$ cat config.mk
export PLATFORM = sky130hd
export DESIGN_NAME = motor_pwm_guard
export DESIGN_NICKNAME = d
export VERILOG_FILES = /design/src/rtl/motor_pwm_guard.sv
export SDC_FILE = /design/constraint.sdc
export NUM_CORES = 1
export LEC_CHECK = 0
export BUFFER_PORTS_ARGS = -buffer_cell sky130_fd_sc_hd__buf_2
export CORE_MARGIN = 2
export CORE_UTILIZATION = 30
export DETAILED_ROUTE_END_ITERATION = 16
export HOLD_SLACK_MARGIN = 0.15
export PLACE_DENSITY_LB_ADDON = 0.08
export REMOVE_ABC_BUFFERS = 1
export SLEW_MARGIN = 40
export SYNTH_ARGS = -nofsm -noshare
export SYNTH_HDL_FRONTEND = slang
export SYNTH_SLANG_ARGS = --single-unit
$ cat constraint.sdc
create_clock -name clock -period 2.8 [get_ports clock]
set_input_delay 0.56 -clock clock [delete_from_list [all_inputs] [get_ports clock]]
set_output_delay 0.56 -clock clock [all_outputs]
set_load 0.005 [all_outputs]
$ cat src/rtl/motor_pwm_guard.sv
// Two-channel motor PWM driver guarded by an overcurrent lockout.
//
// Turns duty/direction commands into gated PWM and direction pins for motors A and B.
// Effective duty soft-starts one step per PWM period. A direction change first ramps the
// duty down to zero, then flips the pin. An overcurrent flag latches a fault that needs
// a clear_fault press, with oc low, to enter a cooldown before the block may run again.
//
// Ports:
//   clock, reset        system clock; asynchronous active-high reset
//   enable              run request (level)
//   duty_a/b, dir_a/b   commanded duty (0..255 of 256) and direction per motor
//   oc                  overcurrent flag from the comparator (level, active-high)
//   clear_fault         fault-acknowledge button; its rising edge is detected here
//   pwm_a/b             gated PWM outputs
//   dir_a_out/b_out     applied direction per motor
//   fault               high in FAULT and COOLDOWN
//   state               IDLE=0, RUN=1, FAULT=2, COOLDOWN=3
//   fault_count         saturating count of FAULT entries
module motor_pwm_guard #(
  parameter int unsigned PRESCALE        = 20,
  parameter int unsigned COOLDOWN_CYCLES = 50000000,
  parameter int unsigned CNT_W           = 26
) (
  input  logic       clock,
  input  logic       reset,
  input  logic       enable,
  input  logic [7:0] duty_a,
  input  logic [7:0] duty_b,
  input  logic       dir_a,
  input  logic       dir_b,
  input  logic       oc,
  input  logic       clear_fault,
  output logic       pwm_a,
  output logic       pwm_b,
  output logic       dir_a_out,
  output logic       dir_b_out,
  output logic       fault,
  output logic [1:0] state,
  output logic [7:0] fault_count
);

  typedef enum logic [1:0] {
    StIdle     = 2'd0,
    StRun      = 2'd1,
    StFault    = 2'd2,
    StCooldown = 2'd3
  } state_e;

  localparam int unsigned PsW = (PRESCALE > 1) ? $clog2(PRESCALE) : 1;
  localparam logic [PsW-1:0]   PsMax   = PsW'(PRESCALE - 1);
  localparam logic [CNT_W-1:0] CoolMax = CNT_W'(COOLDOWN_CYCLES - 1);

  state_e           state_q, state_d;
  logic [PsW-1:0]   prescaler_q, prescaler_d;
  logic [7:0]       pwm_cnt_q, pwm_cnt_d;
  logic [CNT_W-1:0] cool_cnt_q, cool_cnt_d;
  logic [7:0]       fault_count_q, fault_count_d;
  logic [1:0][7:0]  duty_eff_q, duty_eff_d;
  logic [1:0]       dir_out_q, dir_out_d;
  logic [1:0]       pwm_q, pwm_d;
  logic             oc_q;
  logic             clear_fault_q;

  logic            tick;
  logic            boundary;
  logic            clr_rise;
  logic            enter_fault;
  logic [1:0][7:0] duty_cmd;
  logic [1:0]      dir_cmd;

  assign duty_cmd = {duty_b, duty_a};
  assign dir_cmd  = {dir_b, dir_a};
  assign clr_rise = clear_fault & ~clear_fault_q;

  // Free-running timebase; a period boundary is the tick on which pwm_cnt wraps to 0.
  always_comb begin
    tick        = (prescaler_q == PsMax);
    prescaler_d = tick ? '0 : prescaler_q + PsW'(1);
    pwm_cnt_d   = tick ? pwm_cnt_q + 8'd1 : pwm_cnt_q;
    boundary    = tick && (pwm_cnt_q == 8'hFF);
  end

  // State machine, priority oc_q > clear > enable.
  always_comb begin
    state_d       = state_q;
    cool_cnt_d    = cool_cnt_q;
    fault_count_d = fault_count_q;
    enter_fault   = 1'b0;
    case (state_q)
      StIdle: begin
        if (oc_q)        enter_fault = 1'b1;
        else if (enable) state_d = StRun;
      end
      StRun: begin
        if (oc_q)         enter_fault = 1'b1;
        else if (!enable) state_d = StIdle;
      end
      StFault: begin
        // A press while oc is still high is simply lost; a fresh edge is required.
        if (!oc_q && clr_rise) begin
          state_d    = StCooldown;
          cool_cnt_d = '0;
        end
      end
      StCooldown: begin
        cool_cnt_d = cool_cnt_q + CNT_W'(1);
        if (oc_q)                         enter_fault = 1'b1;
        else if (cool_cnt_q == CoolMax)   state_d = StIdle;
      end
      default: state_d = StIdle;
    endcase
    if (enter_fault) begin
      state_d = StFault;
      if (fault_count_q != 8'hFF) fault_count_d = fault_count_q + 8'd1;
    end
  end

  // Per-channel ramp. Duty is only non-zero while staying in RUN; any exit clears it.
  always_comb begin
    duty_eff_d = duty_eff_q;
    dir_out_d  = dir_out_q;
    pwm_d      = '0;
    for (int i = 0; i < 2; i++) begin
      if (state_q == StRun && state_d == StRun) begin
        if (boundary) begin
          if (dir_cmd[i] != dir_out_q[i]) begin
            // Reverse only once the motor has been ramped fully down.
            if (duty_eff_q[i] == 8'd0) dir_out_d[i]  = dir_cmd[i];
            else                       duty_eff_d[i] = duty_eff_q[i] - 8'd1;
          end else if (duty_eff_q[i] < duty_cmd[i]) begin
            duty_eff_d[i] = duty_eff_q[i] + 8'd1;
          end else if (duty_eff_q[i] > duty_cmd[i]) begin
            duty_eff_d[i] = duty_eff_q[i] - 8'd1;
          end
        end
      end else begin
        duty_eff_d[i] = 8'd0;
      end
      // Registered from next-state values so the pin lines up with pwm_cnt/duty_eff.
      pwm_d[i] = (state_d == StRun) && (pwm_cnt_d < duty_eff_d[i]);
    end
  end

  always_ff @(posedge clock or posedge reset) begin
    if (reset) begin
      state_q       <= StIdle;
      prescaler_q   <= '0;
      pwm_cnt_q     <= '0;
      cool_cnt_q    <= '0;
      fault_count_q <= '0;
      duty_eff_q    <= '0;
      dir_out_q     <= '0;
      pwm_q         <= '0;
      oc_q          <= 1'b0;
      clear_fault_q <= 1'b0;
    end else begin
      state_q       <= state_d;
      prescaler_q   <= prescaler_d;
      pwm_cnt_q     <= pwm_cnt_d;
      cool_cnt_q    <= cool_cnt_d;
      fault_count_q <= fault_count_d;
      duty_eff_q    <= duty_eff_d;
      dir_out_q     <= dir_out_d;
      pwm_q         <= pwm_d;
      oc_q          <= oc;
      clear_fault_q <= clear_fault;
    end
  end

  assign pwm_a       = pwm_q[0];
  assign pwm_b       = pwm_q[1];
  assign dir_a_out   = dir_out_q[0];
  assign dir_b_out   = dir_out_q[1];
  assign state       = state_q;
  assign fault       = (state_q == StFault) || (state_q == StCooldown);
  assign fault_count = fault_count_q;

endmodule

==> impl.org, run 1 <==
** Worst setup path
- Cell Chain, Critical Path :: ha_4, nor2b_1, o211ai_1, buf_4, a21o_1, buf_4, a211oi_4, o22ai_4, a2bb2oi_2, ha_4, nand3_2, nor2_1, a2111oi_2, o21ai_1, a31oi_1
- Worst endpoint required time :: 3.06 ns
- CP endpoint kind :: flip-flop
- Together, buffers and inverters on the worst path number 2.
- The largest single stage delay on the critical path is 0.43 ns.
- STA classifies the critical path startpoint as a flip-flop.
- Critical Path Slowest Stage Cell :: dfrtp_1
- Largest fanout of any net on the critical path :: 5
- The critical path is of the reg2reg type.
- Kind of cell adding the most delay to the critical path :: compound AO/OA/AOI/OAI gates
- Data on the critical path arrives at its endpoint at 3.45 ns.

** Detailed routing
- Wirelength per Cell :: 16.0 um
- Count of antenna-violating nets left after detailed routing :: 0
- Drt drc :: 0
- After detailed routing, the number of vias per cell comes to 5.15.
- Aggregate routed wire length :: 15.5 mm
- Total vias in the final route :: 5009
- Initial DRT Pass Iterations :: 4
- Iteration-0 DRC count of the detailed router :: 437

** Logic synthesis
- Cell with the most instances after synthesis :: dfrtp_1
- Synthesis instantiated 64 different standard cells from the library.
- Commonest cells post-synth :: dfrtp_1, nand2_1, ha_1
- In the synthesized netlist, the number of instances is 557.
- A synthesized cell averages 8.88 um^2.
- After synthesis, the cell types taking the most area are dfrtp_1, ha_1, nand2_1.
- The synthesized design contains 71 register bits.
- Of the post-synthesis cell area, the dominant cell type holds 35.9%.
- Of all cell types, the one taking the most synthesized area is dfrtp_1.
- Count of synthesis-stage warnings from yosys :: 0
- Number of enable-type register cells in the synthesized netlist :: 0
- Summing every instance area after synthesis gives 4950 um^2.
- After synthesis, flip-flops and latches occupy 35.9% of the total area.
- Most instantiated flip-flop cell in the synthesis netlist :: dfrtp_1
- For this run, asynchronously set or reset flops after synthesis account for 100%.

** STA
- Minimum clock period after layout :: 3.19 ns
- Tcrit/Tclk final :: 114%
- PnR worst setup slack :: -0.387 ns
- Final setup viols :: 2
- Setup repair after global routing could not meet its margin everywhere.
- Number of hold violations in the final report :: 0
- Highest clock frequency the design can meet :: 314 MHz
- Between clock sinks in the finished design, the worst skew comes to 0.00874 ns.
- Relative slew slack :: 55.8%
- Transition time at the pin with the least slew margin :: 0.655 ns
- Number of max-slew violations in the final report :: 0

** Global routing
- Global-route wire length before repair :: 24.8 mm
- Entering global routing, the biggest net connects 48 pins.
- The number of global-route vias before repair was 4989.
- For this run, global-route usage on met2 was measured as 29.0%.
- Gr busiest metal :: met2
- Number of antenna violations at the first check in global routing :: 0
- Total global routing track utilization :: 17.6%
- Met3 layer usage reported by global route :: 3.19%
- Met1 capacity usage during global routing :: 23.5%
- The total overflow left after global routing is 0.

** Placement
- Dpl ws :: -0.727 ns
- Port-buffer cells :: 37
- Final Wtd Congestion :: 0.886
- Total placed cells including tap cells :: 928
- Once detailed placement completed, the half-perimeter wirelength came to 11.2 mm.

** Clock tree
- After clock tree synthesis, the flow added hold-fix buffers numbering 0.
- Clock slew at reported path FFs :: 0.07 ns
- In this run the deepest clock path goes through 2 buffers.
- Clock Root Buffer :: clkbuf_16
- Clock tree from TritonCTS :: built
- Number of CTS-inserted buffers :: 9
- At the later pin of the worst-skew pair, clock insertion delay measures 0.35 ns.
- Sink Count :: 71
- H-tree levels :: 3

** Pwr
- Across the VDD grid, the largest voltage drop is 0.318 mV.
- In this run the power density over the cells is 354 nW/um^2.
- Standby leakage power :: 0.00335 uW

** Job
- Across the run, the number of max-cap violations was 0.

** Final layout
- Cells with a size suffix above 1 make up 39.6% of the layout.
- 0 antenna diodes ended up in the layout.
- From synthesis to final layout, the design area changed by 49.8%.
- In the final design database the tool counted 813 nets.
- Number of standard cells in the layout, taps in and fillers out :: 972

** Run status
- Run status :: finished with violations
- The final reports fail on negative setup slack.

** Floorplan
- Total core area :: 16000 um^2
- The die covers 17500 um^2.
- Measured along the y axis, the die boundary spans 132 um.
- The initialized floorplan defines 46 standard-cell rows.
- Once the floorplan was initialized, standard cells occupied 30.9% of the core.
- During I/O placement, the number of pins put on the boundary was 38.
- The floorplan step set the die width to 132 um.

** Min path
- Worst min-delay path category :: in2async
[flip-flops by register name, summed over array words and instances (netlist names), 2 cells and up]
register and flops:
cool_cnt_q 26, dir_out_q 2, duty_eff_q 16, fault_count 8, prescaler_q 5, pwm_cnt_q 8
pwm_q 2, state 2
[layer usage]
| layer | up-vias | share of wire (%) |
|---|---|---|
| met5 | - | 0 |
| met3 | 14 | 3.4 |
| li1 | 2488 | - |
| met4 | 0 | 1.3 |
| met2 | 89 | 48 |
| met1 | 2418 | 47 |
[metrics by stage]
step	TNS, ns	cell area (um^2)	total power (uW)	util, %	hold slack (ns)
floorplan	-0.652	4890	1300	-	0.433
global placement	-1.20	6370	1420	39.8	0.481
detailed placement	-1.27	6370	1420	39.8	0.488
CTS	-0.447	6920	2670	43.3	0.275
global route	-0.816	7410	2760	46.3	0.308
finish	-0.581	7410	2620	46.3	0.260
[area by class of cell]
class	instances	area [um^2]
Fill cell	1603	8590
Sequential cell	71	1780
Clock inverter	7	80.1
Clock buffer	9	225
Timing Repair Buffer	198	1470
Multi-Input combinational cell	443	3480
Tap cell	216	270
Inverter	28	105
[final timing paths]
check                                    start  slack, ns        endpoint  cells past startpoint
worst max-delay path             duty_eff_q[9]      -0.39        pwm_q[1]                     15
worst min-delay path                     reset       0.26  prescaler_q[0]                      2
worst max register to register   duty_eff_q[9]      -0.39        pwm_q[1]                     15
worst min register to register  cool_cnt_q[25]       0.49  cool_cnt_q[25]                      1
max in group asynchronous                reset       1.87   duty_eff_q[2]                      3
min in group clock                          oc       0.32            oc_q                      1
[cells in the final DEF, fill, tap and decap left out, drive strengths merged, types with 3 or more instances in the layout]
cell type,instances
a31oi,6
nand3,34
o211ai,16
o311ai,4
inv,31
clkbuf,9
mux2i,10
o21ai,31
o41ai,3
nor4,10
nor2b,7
nand2,60
a41oi,3
dfrtp,71
o31ai,13
xnor2,16
a21oi,24
or3,5
mux2,7
a211oi,4
buf,198
nor2,38
nor3b,3
o31a,5
xor2,8
nor3,17
a21o,3
o2111ai,3
and2,6
o21a,4
and3,10
nand4,18
ha,39
[repair_timing]
| action | CTS | global route |
|---|---|---|
| setup buffers | 10 | 20 |
| pin swaps | 13 | 35 |
| resized for setup | 39 | 65 |
| setup endpoints to repair | 2 | 3 |
[kinds of logic after synthesis]
kind of cell               synth area share [%]
and+or+nand+nor                            23.3
AOI/OAI and AO/OA                          19.8
DFF                                        35.9
buffers and inverters                      3.29
adders and majority gates                  9.87
xor gates and xnor gates                   4.25
muxes                                      3.62
[power by group]
group	switching, uW	total [uW]	leakage [uW]	internal (uW)
Sequential	67.6	1150	0.000957	1080
Combinational	141	269	0.00224	128
Clock	505	1210	0.000148	703
Total	714	2620	0.00335	1910
(Power assumes the default switching activity.)
==> run 2, diff against run 1 <==
--- a/config.mk
+++ b/config.mk
@@ -10,6 +10,7 @@
 export CORE_UTILIZATION = 30
 export DETAILED_ROUTE_END_ITERATION = 16
 export HOLD_SLACK_MARGIN = 0.15
+export MAX_ROUTING_LAYER = met4
 export PLACE_DENSITY_LB_ADDON = 0.08
 export REMOVE_ABC_BUFFERS = 1
 export SLEW_MARGIN = 40
==> impl.org, run 2 (synthesized netlist as in run 1, its figures left out) <==
** STA
- Worst setup skew after layout :: 0.0135 ns (+0.00474 ns)
- Highest clock frequency the design can meet :: 320 MHz (+1.8%)
- Relative slew slack :: 59.0% (+3.3 points)
- Final setup viols :: 2 (unchanged)
- PnR worst setup slack :: -0.330 ns (+0.0576 ns)
- Final total negative setup slack :: -0.488 ns (+0.0933 ns)
- The final period demand of the worst path was 3.13 ns (-0.0576 ns).
- The post-route clock period utilization came to 112% (-2.1 points).
- Number of max-slew violations in the final report :: 0 (unchanged)
- The final hold violation count was 0 (unchanged).
- Transition time at the pin with the least slew margin :: 0.606 ns (-0.0484 ns)
- Setup repair after global routing could not meet its margin everywhere.

** Worst setup path
- Critical path class :: reg2reg
- Largest fanout of any net on the critical path :: 5 (unchanged)
- CP endpoint kind :: flip-flop
- Worst endpoint required time :: 3.07 ns (about the same)
- In this run the critical register-to-register path is captured at pwm_q[1].
- The cell depth of the worst flop-to-flop path was 14 (-1).
- Delay of the slowest cell on the worst path :: 0.41 ns (-0.02 ns)
- Startpoint of the worst-slack reg-to-reg timing path :: duty_eff_q[9]
- Critical Path Slowest Stage Cell :: dfrtp_1
- The buffers plus inverters on the worst setup path was 1 (-1).
- Cell Chain, Critical Path :: ha_4, nor2b_1, o211ai_1, buf_4, a21o_1, nand2_4, mux2i_2, o41a_1, ha_1, nand3_1, nor2_1, a2111oi_2, o21ai_1, a31oi_1
- Worst path arrival time :: 3.40 ns (-0.05 ns)
- The cell family contributing the most delay on the critical path is compound AO/OA/AOI/OAI gates.
- Startpoint type of the worst setup path :: flip-flop
- Internal reg-to-reg setup slack :: -0.33 ns (+0.06 ns)

** Detailed routing
- Drt drc :: 0 (unchanged)
- Aggregate routed wire length :: 15.6 mm (+0.74%)
- The highest metal layer carrying signal wires in the routed design is met4.
- The met3 wirelength from detailed routing came to 404 um (-23%).
- The DRC marker count from the first detailed-route iteration is 219 (-50%).
- The detail-routed via count per cell came to 5.18 (+0.45%).
- Total vias in the final route :: 4985 (-0.48%)
- Count of antenna-violating nets left after detailed routing :: 0 (unchanged)
- The met1 layer wirelength in the final routing came to 7.40 mm (+0.52%).
- Initial DRT Pass Iterations :: 5 (+1)
- Met2 layer wire length in the routed design :: 7.56 mm (+1.7%)
- The average routed wire per standard cell is 16.2 um (+1.7%).

** Placement
- The standard cell area after detailed placement was 6370 um^2 (about the same).
- Final Wtd Congestion :: 0.890 (+0.45%)
- Port-buffer cells :: 37 (unchanged)
- The half-perimeter wire length of the detailed placement result came to 11.6 mm (+3.5%).

** Final layout
- The antenna cell count is 0 (unchanged).
- The number of flip-flops in the largest register came to 26 (unchanged).
- Net total in the final layout :: 804 (-1.1%)
- The library cells used most frequently in the layout, excluding fill and tap cells, are buf_4, dfrtp_1, nand2_1.
- The total area of sequential cells was 1780 um^2 (about the same).
- Biggest register :: cool_cnt_q
- Leaving out fill and tap cells, the most frequent cell in the layout is buf_4.
- Largest registers in the final layout :: cool_cnt_q: 26 flops, duty_eff_q: 16 flops
- The area of combinational cells with multiple inputs is 3380 um^2 (-3.0%).
- Share of final-layout standard cells stronger than drive strength 1 :: 37.2% (-2.3 points)
- From synthesis to final layout, the design area changed by 46.5%.
- The final standard cell area without fillers is 7250 um^2 (-2.2%).
- The filler cell count was 1610 (+0.44%).

** Clock tree
- The number of buffers inserted by hold repair at cts is 0 (unchanged).
- Clock Latency Late Sink :: 0.34 ns (about the same)
- The clock sink total is 71 (unchanged).
- The post-CTS clock slew at the launch and capture registers of the worst setup and hold paths came to 0.07 ns (about the same).
- Clock Root Buffer :: clkbuf_16
- Number of CTS-inserted buffers :: 9 (unchanged)
- H-tree levels :: 3 (unchanged)
- Maximum count of clock buffers along a single path :: 2 (unchanged)
- TritonCTS built the clock tree.

** Global routing
- Largest net degree at the start of global routing :: 53 (+10%)
- The wire length of the first global-routing pass was 26.0 mm (+4.8%).
- Via count of the first global-routing pass :: 5119 (+2.6%)
- The overflow left after global routing is 0 (unchanged).
- Number of antenna violations at the first check in global routing :: 0 (unchanged)
- The overall routing resource usage was 19.2% (+1.6 points).

** Run status
- Run status :: finished with violations
- Failing checks :: negative setup slack

** Floorplan
- The floorplan core area was 16000 um^2 (unchanged).
- The number of placed I/O pins came to 38 (unchanged).
- Number of cell rows :: 46 (unchanged)
- Die width :: 132 um (unchanged)
- The effective utilization at floorplan is 30.9% (unchanged).
- The vertical extent of the die came to 132 um (unchanged).
- Die area :: 17500 um^2 (unchanged)

** Min path
- Worst min-delay path category :: in2async

** Pwr
- The power density of the placed cells was 384 nW/um^2 (+8.5%).
- The worst voltage drop across the vdd grid came to 0.258 mV (-19%).
- The cell leakage power was 0.00329 uW (-1.8%).

** Job
- Maximum capacitance violations :: 0 (unchanged)
[run 2: worst max path at each step]
stage	start	endpoint	slack (ns)	cells after the start
2_1_floorplan	prescaler_q[0]	pwm_q[1]	-0.41	11
3_3_place_gp	duty_b[7]	pwm_q[1]	-0.67	15
3_5_place_dp	duty_b[7]	pwm_q[1]	-0.85	15
4_1_cts	duty_eff_q[9]	pwm_q[1]	-0.27	15
5_1_grt	duty_eff_q[9]	pwm_q[1]	-0.52	15
6_report	duty_eff_q[9]	pwm_q[1]	-0.33	14
[run 2: timing repair]
item                                    in CTS  in global routing
gates resized for setup                     47                 38
pin swaps                                   21                 22
endpoints found under the setup margin       2                  2
setup buffers                               12                  5
[run 2: through the flow]
| stage | worst slack [ns] | util, % | std cells | total power, uW | hold slack, ns |
|---|---|---|---|---|---|
| after floorplan | -0.408 | - | 542 | 1300 | 0.433 |
| after global placement | -0.668 | 39.8 | 930 | 1420 | 0.479 |
| after detailed placement | -0.850 | 39.8 | 930 | 1420 | 0.486 |
| after CTS | -0.270 | 43.7 | 958 | 2820 | 0.223 |
| after global routing | -0.520 | 45.3 | 963 | 2930 | 0.251 |
| final | -0.330 | 45.3 | 963 | 2790 | 0.224 |
[run 2: worst register-to-register path, stage by stage, from the launching register on]
cell and delay [ns]:
dfrtp_1 0.41, ha_4 0.23, nor2b_1 0.12, o211ai_1 0.20, buf_4 0.16, a21o_1 0.17, nand2_4 0.09, mux2i_2 0.18
o41a_1 0.38, ha_1 0.30, nand3_1 0.10, nor2_1 0.08, a2111oi_2 0.37, o21ai_1 0.12, a31oi_1 0.16
[run 2: report_power, final]
group / switching, uW / total (uW) / internal (uW)
sequential: 70.8 / 1150 / 1080
combinational: 139 / 266 / 127
clock: 493 / 1370 / 874
[run 2: layout make-up]
cell class,count,share of cell area [%]
well taps,216,3.73
clock inverters,7,1.66
flip-flops and latches,71,24.5
multi-input cells,443,46.6
clock buffers,9,3.11
inverters,28,1.45
repair buffers,189,18.9
[run 2: metal layers]
layer	track usage, %	vias up
li1	-	2466
met1	24.6	2444
met2	30.3	59
met3	2.65	16
met4	8.00	0
met5	-	-
==> run 3, diff against run 2 <==
--- a/config.mk
+++ b/config.mk
@@ -6,14 +6,15 @@
 export NUM_CORES = 1
 export LEC_CHECK = 0
 export BUFFER_PORTS_ARGS = -buffer_cell sky130_fd_sc_hd__buf_2
-export CORE_MARGIN = 2
+export CELL_PAD_IN_SITES_DETAIL_PLACEMENT = 1
+export CELL_PAD_IN_SITES_GLOBAL_PLACEMENT = 1
 export CORE_UTILIZATION = 30
 export DETAILED_ROUTE_END_ITERATION = 16
 export HOLD_SLACK_MARGIN = 0.15
 export MAX_ROUTING_LAYER = met4
 export PLACE_DENSITY_LB_ADDON = 0.08
 export REMOVE_ABC_BUFFERS = 1
-export SLEW_MARGIN = 40
+export SLEW_MARGIN = 10
 export SYNTH_ARGS = -nofsm -noshare
 export SYNTH_HDL_FRONTEND = slang
 export SYNTH_SLANG_ARGS = --single-unit
==> impl.org, run 3 (synthesized netlist as in run 1, its figures left out) <==
** Final layout
- Net total in the final layout :: 838 (+4.2%)
- Largest registers in the final layout :: cool_cnt_q: 26 flops, duty_eff_q: 16 flops
- Most frequent cells in the layout :: buf_4, dfrtp_1, nand2_1
- The share of cells above drive strength 1 came to 42.5% (+5.3 points).
- Compared with the post-synthesis result, the final layout area differs by 55.2%.
- Leaving out fill and tap cells, the most frequent cell in the layout is buf_4.
- Total of fill cells in the finished design :: 1891 (+17%)
- Ranked by flip-flop count, first place goes to cool_cnt_q.
- The final standard cell area without fillers is 7680 um^2 (+5.9%).
- The antenna cell count is 0 (unchanged).
- Number of flip-flops in the largest register :: 26 (unchanged)

** Floorplan
- The floorplan core area was 16000 um^2 (unchanged).
- Die Height :: 130 um (-1.5%)
- Initial core utilization :: 30.9% (unchanged)
- Num ports :: 38 (unchanged)
- Die area :: 17000 um^2 (-3.0%)
- Number of cell rows :: 46 (unchanged)
- The width of the chip is 130 um (-1.5%).

** Clock tree
- Clock Root Buffer :: clkbuf_16
- The clock sink total came to 71 (unchanged).
- The number of buffers on the longest clock path is 2 (unchanged).
- Clock Latency Late Sink :: 0.35 ns (about the same)
- TritonCTS built the clock tree.
- The clock buffer count from CTS came to 9 (unchanged).
- The number of buffers inserted by hold repair at cts was 0 (unchanged).
- H-tree levels :: 3 (unchanged)
- Clock slew at reported path FFs :: 0.07 ns (about the same)

** Placement
- Port-buffer cells :: 37 (unchanged)
- The half-perimeter wire length of the detailed placement result is 13.1 mm (+13%).
- Final Wtd Congestion :: 0.886 (-0.53%)
- The standard cell area after detailed placement was 6400 um^2 (+0.47%).

** Worst setup path
- Startpoint of the worst-slack reg-to-reg timing path :: duty_eff_q[15]
- Worst endpoint required time :: 3.07 ns (about the same)
- The largest fanout on the critical path was 6 (+1).
- CP endpoint kind :: flip-flop
- Worst-case reg-to-reg path depth :: 12 (-2)
- The critical path is of the reg2reg type.
- Tracing the worst setup path back leads to its startpoint at duty_eff_q[15].
- Startpoint type of the worst setup path :: flip-flop
- The slack of the worst reg-to-reg path was -0.32 ns (about the same).
- Reg2reg end :: pwm_q[1]
- Destination of the critical timing path :: pwm_q[1]
- Worst path arrival time :: 3.39 ns (about the same)

** Min path
- Worst min-delay path category :: in2async

** Detailed routing
- Vias per cell :: 5.31 (+2.5%)
- Aggregate routed wire length :: 18.2 mm (+16%)
- Total vias in the final route :: 5291 (+6.1%)
- The DRC marker count from the first detailed-route iteration came to 208 (-5.0%).
- The average routed wire per standard cell came to 18.2 um (+12%).
- The final antenna-violating net count came to 0 (unchanged).
- The number of detailed-route iterations in the first pass was 4 (-1).
- The number of remaining DRC errors is 0 (unchanged).

** Pwr
- The worst voltage drop across the vdd grid was 0.277 mV (+7.5%).
- Final Power :: 2640 uW (-5.1%)
- The power density of the placed cells was 344 nW/um^2 (-10%).
- The cell leakage power is 0.00350 uW (+6.5%).

** STA
- Unrepaired setup endpoints after global routing :: true
- Number of max-slew violations in the final report :: 0 (unchanged)
- The final period demand of the worst path came to 3.12 ns (-0.0115 ns).
- Relative slew slack :: 56.0% (-3.0 points)
- Final setup viols :: 3 (+1)
- The clock skew was 0.00905 ns (-0.00444 ns).
- Tcrit/Tclk final :: 111% (-0.41 points)
- The top achievable clock speed is 321 MHz (+0.37%).
- PnR worst setup slack :: -0.318 ns (+0.0115 ns)
- The final hold violation count was 0 (unchanged).
- The transition time of the tightest slew-check pin was 0.651 ns (+0.0449 ns).

** Global routing
- The largest net degree at the start of global routing was 43 (-19%).
- The number of antenna violations at the first check in global routing is 0 (unchanged).
- The wire length of the first global-routing pass is 28.7 mm (+10%).
- Total global routing track utilization :: 22.9% (+3.8 points)
- The number of global-route vias before repair came to 5510 (+7.6%).
- The overflow left after global routing is 0 (unchanged).

** Run status
- Run status :: finished with violations
- Failing checks :: negative setup slack

** Job
- The max-capacitance violation count was 0 (unchanged).
==> run 3: layout make-up <==
type | instances | area, um^2 | area share, %
multi-input cells | 443 | 3550 | 46.2
flip-flops and latches | 71 | 1780 | 23.1
repair buffers | 223 | 1680 | 21.9
well taps | 216 | 270 | 3.52
clock buffers | 11 | 243 | 3.16
inverters | 28 | 105 | 1.37
clock inverters | 5 | 56.3 | 0.733
==> run 3: what timing repair did <==
| item | CTS | global route |
|---|---|---|
| setup endpoints to repair | 2 | 4 |
| pin swaps | 46 | 20 |
| resized for setup | 82 | 38 |
| setup buffers | 39 | 7 |
| gates cloned | 1 | 0 |
==> run 3: routing by layer <==
metal	vias to the layer above	part of all wire, %	track usage (%)
met2	85	51	38.5
met5	-	0	-
met4	0	1.8	7.84
li1	2541	-	-
met1	2638	45	28.4
met3	27	2.9	3.01
==> run 3: how the worst min path moves through the flow <==
stage / startpoint / endpoint / depth (start not counted)
after detailed placement: fault_count[4] / fault_count[4] / 1
after global routing: oc / oc_q / 1
after global placement: prescaler_q[1] / prescaler_q[1] / 1
final: reset / cool_cnt_q[19] / 2
after floorplan: prescaler_q[0] / prescaler_q[0] / 1
after CTS: oc / oc_q / 1
==> run 3: critical path, stage by stage, from the launching register on <==
cell and delay (ns):
dfrtp_1 0.43, ha_4 0.30, nand4_1 0.15, or3_4 0.49, buf_12 0.15, a221o_1 0.38, o2111ai_2 0.11, ha_1 0.27
nand3_2 0.09, nor2_2 0.05, a2111oi_2 0.34, o21ai_1 0.11, a31oi_1 0.17
==> run 3: through the flow <==
stage	hold WS, ns	worst slack [ns]	util [%]	TNS (ns)	cells
3_3_place_gp	0.479	-0.595	40.0	-1.15	934
4_1_cts	0.308	-0.284	46.3	-0.515	990
3_5_place_dp	0.487	-0.759	40.0	-1.32	934
2_1_floorplan	0.433	-0.408	-	-0.652	542
6_report	0.301	-0.318	48.0	-0.683	997
5_1_grt	0.313	-0.453	48.0	-1.07	997
==> run 3: power breakdown <==
| group | total (uW) | switching [uW] | internal, uW |
|---|---|---|---|
| sequential | 1150 | 67.4 | 1080 |
| clock | 1200 | 485 | 715 |
| combinational | 295 | 152 | 143 |
| total | 2640 | 705 | 1940 |
